### config.mk
export PLATFORM = sky130hd
export DESIGN_NAME = reset_seq
export DESIGN_NICKNAME = d
export VERILOG_FILES = /design/src/rtl/reset_pkg.sv /design/src/rtl/rst_sync.sv /design/src/rtl/reset_seq.sv
export SDC_FILE = /design/constraint.sdc
export NUM_CORES = 1
export LEC_CHECK = 0
export CORE_AREA = 2 2 56 58
export DETAILED_ROUTE_END_ITERATION = 12
export DIE_AREA = 0 0 58 60
export GPL_TIMING_DRIVEN = 0
export MAX_ROUTING_LAYER = met4
export SYNTH_ARGS = -nofsm -noshare
export SYNTH_HDL_FRONTEND = slang
export SYNTH_SLANG_ARGS = --single-unit
### constraint.sdc
create_clock -name clk -period 2.71 [get_ports clk]
set_input_delay 0.6775 -clock clk [delete_from_list [all_inputs] [get_ports clk]]
set_output_delay 0.6775 -clock clk [all_outputs]
set_load 0.1 [all_outputs]
### src/rtl/reset_pkg.sv
// reset_pkg: shared state encoding, default timing constants and width helper
// for the reset sequencer and its synchronizer.
package reset_pkg;

    typedef enum logic [2:0] {
        S_SYNC,
        S_HOLD,
        S_WAIT,
        S_DONE,
        S_FAIL
    } state_t;

    localparam int DEF_SYNC_STAGES = 2;
    localparam int DEF_HOLD        = 16;
    localparam int DEF_TIMEOUT     = 255;

    function automatic int clog2(input int v);
        int r;
        r = 0;
        while ((1 << r) < v) r++;
        return r;
    endfunction

endpackage

### src/rtl/rst_sync.sv
// rst_sync: async-assert / sync-deassert flop chain; output rises STAGES
// rising edges after rst_n goes high.
module rst_sync #(
    parameter int STAGES = 2
) (
    input  logic clk,
    input  logic rst_n,
    output logic o_rst_sync
);

    logic [STAGES-1:0] r_chain;

    always_ff @(posedge clk or negedge rst_n) begin
        if (!rst_n) r_chain <= '0;
        else        r_chain <= (r_chain << 1) | STAGES'(1);
    end

    assign o_rst_sync = r_chain[STAGES-1];

endmodule

### src/rtl/reset_seq.sv
// reset_seq: releases NSTAGES downstream reset domains in order, each after a
// hold period and gated on the previous stage's ready acknowledge.
module reset_seq
    import reset_pkg::*;
#(
    parameter int NSTAGES     = 3,
    parameter int SYNC_STAGES = DEF_SYNC_STAGES,
    parameter int HOLD        = DEF_HOLD,
    parameter int TIMEOUT     = DEF_TIMEOUT
) (
    input  logic               clk,
    input  logic               rst_n,
    input  logic [NSTAGES-1:0] ready,
    output logic [NSTAGES-1:0] stage_rst,
    output logic               done,
    output logic               timeout_err,
    output logic [2:0]         cur_stage
);

    localparam int CW = clog2(((HOLD > TIMEOUT) ? HOLD : TIMEOUT) + 1);

    state_t             r_state, w_state;
    logic [CW-1:0]      r_cnt, w_cnt;
    logic [2:0]         r_stage, w_stage;
    logic [NSTAGES-1:0] r_stage_rst, w_stage_rst;
    logic               r_done, w_done;
    logic               r_err, w_err;
    logic               w_sync;
    logic [NSTAGES-1:0] w_sel;
    logic               w_rdy;

    // The FSM leaving SYNC acts as the last synchronizer flop, so the chain
    // here is one shorter and HOLD is entered on the SYNC_STAGES-th edge.
    rst_sync #(.STAGES(SYNC_STAGES - 1)) u_sync (
        .clk        (clk),
        .rst_n      (rst_n),
        .o_rst_sync (w_sync)
    );

    assign w_sel = NSTAGES'(1) << r_stage;
    assign w_rdy = |(ready & w_sel);

    always_comb begin
        w_state     = r_state;
        w_cnt       = r_cnt;
        w_stage     = r_stage;
        w_stage_rst = r_stage_rst;
        w_done      = r_done;
        w_err       = r_err;
        case (r_state)
            S_SYNC: begin
                if (w_sync) begin
                    w_state = S_HOLD;
                    w_cnt   = '0;
                    w_stage = '0;
                end
            end
            S_HOLD: begin
                if (r_cnt == CW'(HOLD - 1)) begin
                    w_stage_rst = r_stage_rst & ~w_sel;
                    w_state     = S_WAIT;
                    w_cnt       = '0;
                end else begin
                    w_cnt = r_cnt + 1'b1;
                end
            end
            S_WAIT: begin
                if (w_rdy && r_stage == 3'(NSTAGES - 1)) begin
                    w_state = S_DONE;
                    w_done  = 1'b1;
                end else if (w_rdy) begin
                    w_stage = r_stage + 3'd1;
                    w_state = S_HOLD;
                    w_cnt   = '0;
                end else if (r_cnt == CW'(TIMEOUT - 1)) begin
                    w_state     = S_FAIL;
                    w_stage_rst = '1;
                    w_err       = 1'b1;
                end else begin
                    w_cnt = r_cnt + 1'b1;
                end
            end
            default: ;
        endcase
    end

    always_ff @(posedge clk or negedge rst_n) begin
        if (!rst_n) begin
            r_state     <= S_SYNC;
            r_cnt       <= '0;
            r_stage     <= '0;
            r_stage_rst <= '1;
            r_done      <= 1'b0;
            r_err       <= 1'b0;
        end else begin
            r_state     <= w_state;
            r_cnt       <= w_cnt;
            r_stage     <= w_stage;
            r_stage_rst <= w_stage_rst;
            r_done      <= w_done;
            r_err       <= w_err;
        end
    end

    assign stage_rst   = r_stage_rst;
    assign done        = r_done;
    assign timeout_err = r_err;
    assign cur_stage   = r_stage;

endmodule

# Word-level counts from Yosys, hierarchy flattened
# Index checks and enable logic that the tools add are counted.
[classes]
n_bitwise = 5
muxes = 21
n_reduce_logical = 12
addsub = 2
shift = 1
n_eq_ne = 13
[ops]
columns = ["operator", "n"]
rows = [
  ["$mux W8", 5],
  ["$mux W3", 12],
  ["$pmux W8 S3", 1],
  ["$reduce_and A4 Y1", 4],
  ["$pmux W3 S2", 2],
  ["$ne A2 B2 Y1 const B", 5],
  ["$pmux W3 S3", 1],
  ["$add A8 B1 Y8 const B", 1],
  ["$eq A8 B4 Y1 const B", 1],
  ["$eq A8 B8 Y1 const B", 1],
  ["$and A3 B3 Y3", 2],
  ["$eq A3 B2 Y1 const B", 2],
  ["$reduce_and A5 Y1", 1],
  ["$ne A4 B4 Y1 const B", 1],
  ["$reduce_bool A2 Y1", 2],
  ["$add A3 B1 Y3 const B", 1],
  ["$eq A3 B1 Y1 const B", 1],
  ["$logic_not A3 Y1", 1],
  ["$ne A3 B3 Y1 const B", 1],
  ["$not A3 Y3", 1],
  ["$reduce_bool A3 Y1", 1],
  ["$reduce_or A3 Y1", 1],
  ["$shl A1 B3 Y3 const A", 1],
  ["$ne A2 B1 Y1 const B", 1],
  ["3 further kinds", 4],
]
[word_totals]
out_inout_bits = 8
elab_cells = 61
regBits = 20

# Longest topological paths before layout
# Gate-level depths: netlist of the first run.
[logic_depth]
ltp_word = 6
mapped_depth = 8
ltp_nobuf = 7

# By module
# Synthesis of the first run repeated with hierarchy kept, for this count alone.
[hier_totals]
hier_cells = 117
hier_area_um2 = 1148.6
[modules_own_cells]
columns = ["mod", "cells_each", "instances", "area_per_inst_um2"]
rows = [
  ["reset_seq", 115, 1, 1119.8],
  ["rst_sync", 2, 1, 28.8],
]

# Least setup slack after synthesis of the first run
# No wires, ideal clock.
[synth_timing]
path_type = "flip-flop to flip-flop"
startpoint = "register r_stage[0] (netlist: cur_stage[0])"
endpoint = "register r_state[1]"
stages_incl_launch_ff = 9
period_less_slack_ps = 2775
t_arrival_ps = 2651
path_buffers = 1
setup_slack_ps = -65
t_required_ps = 2585
path_cell_list = "dfrtp_1 inv_1 ha_1 a22oi_1 o2111ai_1 buf_2 nand2b_1 nand3_1 mux2_2"
[synth_via]
elab_chain_cells = 6
[synth_lines]
columns = ["element", "line_no", "text"]
rows = [
  ["from (decl)", "reset_seq.sv:24", "logic [2:0] r_stage, w_stage;"],
  ["from (signal assigned)", "reset_seq.sv:98", "r_stage <= w_stage;"],
  ["$shl A1 B3 Y3", "reset_seq.sv:40", "assign w_sel = NSTAGES'(1) << r_stage;"],
  ["$and A3 B3 Y3", "reset_seq.sv:41", "assign w_rdy = |(ready & w_sel);"],
  ["$reduce_or A3 Y1", "reset_seq.sv:41", ""],
  ["$mux W3 / $logic_and A1 B1 Y1 (equally long branches)", "reset_seq.sv:71, reset_seq.sv:68", ""],
  ["$mux W3 / $ne A4 B4 Y1 (equally long branches)", "n/a", ""],
  ["$pmux W3 S3 / $reduce_and A4 Y1 (equally long branches)", "n/a", ""],
  ["to (signal assigned)", "reset_seq.sv:96", "r_state <= w_state;"],
  ["to (decl)", "reset_seq.sv:22", "state_t r_state, w_state;"],
]
# Several ways; a longest one is shown, not always the timed one.
# A chain may end at the register's enable or synchronous reset.

# Worst setup path after layout of the first run
[layout_timing]
startpoint = "register r_stage_rst[1] (netlist: stage_rst[1])"
endpoint = "output stage_rst[1]"
[layout_lines]
columns = ["element", "line_no", "text"]
rows = [
  ["from (decl)", "reset_seq.sv:25", "logic [NSTAGES-1:0] r_stage_rst, w_stage_rst;"],
  ["from (signal assigned)", "reset_seq.sv:99", "r_stage_rst <= w_stage_rst;"],
  ["to (decl)", "reset_seq.sv:14", "output logic [NSTAGES-1:0] stage_rst,"],
]
# No word-level cell between the ends.

==> results of run 1 <==
[worst paths after layout]
path	startpoint	endpoint	slack [ns]	cells past startpoint
hold / removal	done	done	0.47	1
hold reg to reg	done	done	0.47	1
max in group asynchronous	rst_n	cur_stage[0]	1.20	1
setup / recovery	stage_rst[1]	stage_rst[1]	0.04	1
min in group asynchronous	rst_n	r_cnt[4]	0.87	1
setup reg to reg	cur_stage[0]	r_state[1]	0.46	8
[sequential cells by signal (all words and copies together) (netlist names)]
name	count
r_cnt	8
cur_stage	3
r_state	3
stage_rst	3
done	1
timeout_err	1
u_sync.o_rst_sync	1
[placed cells by master, fill, tap and decap left out, drive strengths merged, types with 3 or more instances in the layout]
cell type / n
dfrtp: 17
o21ai: 12
clkdlybuf4s50: 10
nand2: 10
inv: 6
a21oi: 6
ha: 6
nor2: 5
nand3: 5
clkbuf: 3
dfstp: 3
buf: 3
nand2b: 3
[power by group]
group | switching (mW) | internal (mW) | total, mW
combinational | 0.396 | 0.226 | 0.622
clock | 0.0971 | 0.150 | 0.247
sequential | 0.0547 | 0.351 | 0.405
[logic make-up after synthesis]
logic type	after synthesis	share of synthesized area [%]
fa+ha+maj	6	6.76
buf+inv	9	3.61
other cells	1	0.338
flops	20	45.4
mux	1	1.01
simple gates	40	20.6
compound gates	34	22.2
[per-layer routing]
metal,part of all wire [%],up-vias
met3,4.5,4
met2,46,21
met1,48,425
li1,-,437
met4,1.2,0
met5,0,-
[final cells by class]
| class | count | area share, % |
|---|---|---|
| inverter | 6 | 1.69 |
| sequential | 20 | 38.1 |
| timing repair buffer | 12 | 9.40 |
| multi-input combinational | 82 | 42.5 |
| clock inverter | 1 | 2.26 |
| clock buffer | 3 | 1.69 |
| tap | 33 | 3.10 |
| buffer | 3 | 1.32 |
[stage by stage]
step / setup slack [ns] / hold slack (ns) / total power, mW
floorplan: 0.255 / 0.382 / 0.898
global placement: 0.0638 / 0.446 / 1.03
detailed placement: 0.0666 / 0.451 / 1.04
CTS: 0.0290 / 0.480 / 1.29
global route: 0.000465 / 0.495 / 1.36
finish: 0.0435 / 0.473 / 1.27
==> flow_metrics.py, run 1 <==
metrics = {
    "run_status": {
        "outcome": "completed",
    },
    "global_route": {
        "grt_pass1_wl_mm": 3.69,
        "met2_usage_pct": 23.5,
        "gr-max-usage-layer": "met2",
        "grt_usage_pct": 14.4,
        "grt_pass1_vias": 822,
        "grt_use_met1_pct": 17.9,
        "use_met3_pct": 2.16,
        "antenna_found_initial": 0,
        "grt_max_degree": 21,
        "overflow": 0,
    },
    "floorplanning": {
        "fp.dieH_um": 60,
        "design.die.area_um2": 3480,
        "core_area_um2": 2900,
        "die_x_um": 58,
        "start_util_pct": 38.2,
        "pin_count": 13,
        "placementRows": 20,
    },
    "placement": {
        "gp_congestion": 0.785,
        "hpwl_mm": 1.63,
        "placed_area_um2": 1270,
        "portBuffers": 12,
        "dp.cells": 156,
    },
    "synth": {
        "synth_area_um2": 1110,
        "synth_area_leaders": "dfrtp_1 38%, dfstp_2 7.1%, ha_1 6.8%",
        "synth_seq_cells": 20,
        "synth_top_cell_area_share_pct": 38.3,
        "synth_ff_type": "dfrtp_1",
        "synthArstFlopShare_pct": 100,
        "yosysUniqueCellTypes": 45,
        "synth_edf_count": 0,
        "yosysWarningCount": 0,
        "syn_avg_cell_area_um2": 10.0,
        "synth_largest_area_cell": "dfrtp_1",
        "synth_common_cells": "17 x dfrtp_1, 10 x o21ai_0, 9 x nand2_1",
        "syn_inst": 111,
        "ys_seq_area_share_pct": 45.4,
        "synth.most_common_cell": "dfrtp_1",
        "synth_nets": 122,
    },
    "routing": {
        "drt_wl_total_mm": 2.23,
        "dr.pass1.iters": 5,
        "num_vias": 887,
        "drc": 0,
        "drtIter0Drc": 17,
        "wl_per_cell_um": 13.9,
        "drtAntennaViolNets": 0,
        "viasPerCell": 5.54,
    },
    "sta": {
        "drv_slew": 0,
        "final.setup_skew_ns": 0.0189,
        "relSlewSlack_pct": 35.8,
        "final-setup-viol-count": 0,
        "finalHoldViolCount": 0,
        "tightest_slew_ns": 0.960,
        "fin_crit_sh_pct": 98.4,
        "fmax_ghz": 0.375,
        "rsz0062_at_grt": "no",
        "fin_crit_ns": 2.67,
        "setup_tns_ns": 0,
    },
    "cts": {
        "clkTransAtPathRegs_ns": 0.13,
        "cts_buffers": 3,
        "cts_hold_buf": 0,
        "htree_num_levels": 1,
        "tritoncts": "yes",
        "clkLatencyLatePin_ns": 0.31,
        "cts.sink_count": 20,
        "clockRootBuffer": "clkbuf_4",
        "post-cts-setup-buffer-count": 0,
        "ctsLongestPathBuffers": 2,
        "cts-resized-gates": 0,
    },
    "final_layout": {
        "stdcell_area_um2": 1330,
        "multi_input_area_um2": 566,
        "fin_cells": 160,
        "regArea_um2": 507,
        "nFillCells": 280,
        "n_antenna_cell": 0,
        "final_util_pct": 45.9,
        "syn2layout_area_growth_pct": 20.0,
        "drive_gt1_share_pct": 15.7,
        "nets": 139,
    },
    "pwr": {
        "ir_worst_vdd_v": 0.000603,
        "power_density_nw_per_um2": 957,
        "p_leak_nw": 0.611,
    },
    "setup_path": {
        "path_class": "flop to output pin",
        "crit_family": "buffers and inverters",
        "end_kind": "output pin",
        "start_kind": "flop",
        "arrival_ns": 1.99,
        "worst_path_max_delay_cell": "clkdlybuf4s50_1",
        "required_ns": 2.03,
        "cp.buffers_inverters": 1,
        "path_max_fanout": 2,
        "worst_path_largest_cell_delay_ns": 1.12,
        "cp_cell_sequence": "clkdlybuf4s50_1",
    },
    "min_path": {
        "hold_path_class": "flop to flop",
    },
    "run": {
        "max_cap_violations": 0,
    },
}
No activity file was read; power rests on OpenSTA's default activity.
==> inputs of run 2 (changes only) <==
--- a/config.mk
+++ b/config.mk
@@ -5,11 +5,12 @@
 export SDC_FILE = /design/constraint.sdc
 export NUM_CORES = 1
 export LEC_CHECK = 0
-export CORE_AREA = 2 2 56 58
+export CORE_AREA = 4 4 58 60
 export DETAILED_ROUTE_END_ITERATION = 12
-export DIE_AREA = 0 0 58 60
+export DIE_AREA = 0 0 62 64
 export GPL_TIMING_DRIVEN = 0
 export MAX_ROUTING_LAYER = met4
+export SLEW_MARGIN = 15
 export SYNTH_ARGS = -nofsm -noshare
 export SYNTH_HDL_FRONTEND = slang
 export SYNTH_SLANG_ARGS = --single-unit
==> flow_metrics.py, run 2 (synthesized netlist as in run 1, its figures left out) <==
metrics = {
    "run_status": {
        "outcome": "completed",
    },
    "final_layout": {
        "nets": 139,
        "n_antenna_cell": 0,
        "drive_gt1_share_pct": 15.7,
        "final_common_cell": "dfrtp_1",
        "top_register": "r_cnt",
        "layout_common_cells": "15 x dfrtp_1, 10 x o21ai_0, 10 x clkdlybuf4s50_1",
        "syn2layout_area_growth_pct": 20.0,
        "largest_reg_flops": 8,
        "stdcell_area_um2": 1330,
    },
    "sta": {
        "setup_tns_ns": 0,
        "fin_crit_ns": 2.66,
        "drv_slew": 0,
        "fmax_ghz": 0.376,
        "holdWs_ns": 0.477,
        "final.setup_skew_ns": 0.0129,
        "final-setup-viol-count": 0,
        "finalHoldViolCount": 0,
        "tightest_slew_ns": 0.968,
        "relSlewSlack_pct": 35.3,
        "fin_crit_sh_pct": 98.2,
        "rsz0062_at_grt": "no",
    },
    "pwr": {
        "comb_power_share_pct": 48.8,
        "power_density_nw_per_um2": 956,
        "sw_frac_of_total_pct": 43.0,
        "pwr-share-clk_pct": 19.3,
        "ir_worst_vdd_v": 0.000786,
        "seqPwrFrac_pct": 31.8,
        "internal-power_mw": 0.726,
        "switchingPower_mw": 0.547,
        "p_leak_nw": 0.611,
    },
    "run": {
        "max_cap_violations": 0,
    },
    "setup_path": {
        "path_class": "flop to output pin",
        "r2r_cells": 8,
        "crit_family": "buffers and inverters",
        "r2r-start": "cur_stage[0]",
        "end_kind": "output pin",
        "required_ns": 2.03,
        "start_kind": "flop",
        "arrival_ns": 1.98,
        "cp.buffers_inverters": 1,
        "r2r_slack_ns": 0.45,
        "path_max_fanout": 2,
        "worst_path_largest_cell_delay_ns": 1.12,
        "cp_cell_sequence": "clkdlybuf4s50_1",
        "reg2reg_to": "r_state[1]",
        "worst_path_max_delay_cell": "clkdlybuf4s50_1",
    },
    "min_path": {
        "hold_path_class": "flop to flop",
        "holdPathStages": 1,
        "min_to": "done",
        "min_from": "done",
    },
    "routing": {
        "drtIter0Drc": 33,
        "num_vias": 876,
        "drt_wl_total_mm": 2.17,
        "dr.pass1.iters": 4,
        "viasPerCell": 5.48,
        "drtAntennaViolNets": 0,
        "wl_per_cell_um": 13.5,
        "drc": 0,
    },
    "floorplanning": {
        "die_x_um": 62,
        "pin_count": 13,
        "design.die.area_um2": 3970,
        "fp.dieH_um": 64,
        "core_area_um2": 2930,
        "start_util_pct": 37.9,
        "placementRows": 20,
    },
    "cts": {
        "cts_hold_buf": 0,
        "clkLatencyLatePin_ns": 0.31,
        "cts.sink_count": 20,
        "cts_buffers": 3,
        "htree_num_levels": 1,
        "clkTransAtPathRegs_ns": 0.13,
        "tritoncts": "yes",
        "post-cts-setup-buffer-count": 0,
        "ctsLongestPathBuffers": 2,
        "cts-resized-gates": 0,
        "clockRootBuffer": "clkbuf_4",
    },
    "global_route": {
        "grt_max_degree": 21,
        "grt_pass1_vias": 830,
        "overflow": 0,
        "grt_pass1_wl_mm": 3.68,
        "antenna_found_initial": 0,
        "grt_usage_pct": 12.4,
    },
    "placement": {
        "gp_congestion": 0.829,
        "portBuffers": 12,
        "placed_area_um2": 1270,
        "hpwl_mm": 1.58,
    },
}
[run 2: cell counts in the layout (fill, tap and decap cells not counted)]
Identical to the previous run, type by type.
[run 2: cell type report]
class                   count  area [um2]
plain buffers               3        17.5
clock buffers               3        22.5
clock inverters             1        30.0
fillers                   284        1600
inverters                   6        22.5
multi-input cells          82         566
flip-flops and latches     20         507
well taps                  33        41.3
repair buffers             12         125
[run 2: metal layers]
metal	up-vias	global-route usage, %	routed length (um)
met3	2	2.63	86
met4	0	3.98	13
met5	-	-	0
met1	421	16.2	1020
met2	13	18.8	1040
li1	440	-	-
[run 2: per-stage QoR]
step	setup WS, ns	cells	util [%]	total power [mW]
2_1_floorplan	0.255	111	-	0.898
6_report	0.0483	160	45.5	1.27
3_5_place_dp	0.0581	156	43.5	1.04
4_1_cts	0.0367	160	45.3	1.28
3_3_place_gp	0.0774	156	43.5	1.03
5_1_grt	0.00684	160	45.5	1.36
[run 2: worst max path at each step]
stage,slack [ns],depth (start not counted),startpoint,to
CTS,0.04,1,stage_rst[0],stage_rst[0]
finish,0.05,1,stage_rst[0],stage_rst[0]
detailed placement,0.06,7,ready[0],r_state[1]
global route,0.007,1,stage_rst[1],stage_rst[1]
floorplan,0.25,8,cur_stage[0],r_state[1]
global placement,0.08,7,ready[0],r_state[1]
[run 2: power by group through the flow]
| stage | Combinational, mW | Clock, mW | Sequential (mW) |
|---|---|---|---|
| 6_report | 0.621 | 0.246 | 0.405 |
| 5_1_grt | 0.679 | 0.261 | 0.416 |
| 4_1_cts | 0.627 | 0.251 | 0.406 |
| 3_5_place_dp | 0.625 | 0 | 0.412 |
| 3_3_place_gp | 0.623 | 0 | 0.408 |
| 2_1_floorplan | 0.368 | 0 | 0.530 |
==> inputs of run 3 (changes only) <==
--- a/config.mk
+++ b/config.mk
@@ -5,9 +5,9 @@
 export SDC_FILE = /design/constraint.sdc
 export NUM_CORES = 1
 export LEC_CHECK = 0
-export CORE_AREA = 4 4 58 60
+export CORE_AREA = 2 2 56 58
 export DETAILED_ROUTE_END_ITERATION = 12
-export DIE_AREA = 0 0 62 64
+export DIE_AREA = 0 0 58 60
 export GPL_TIMING_DRIVEN = 0
 export MAX_ROUTING_LAYER = met4
 export SLEW_MARGIN = 15
==> results of run 3 <==
The final DEF is identical to that of run 1; final timing and power are the same.
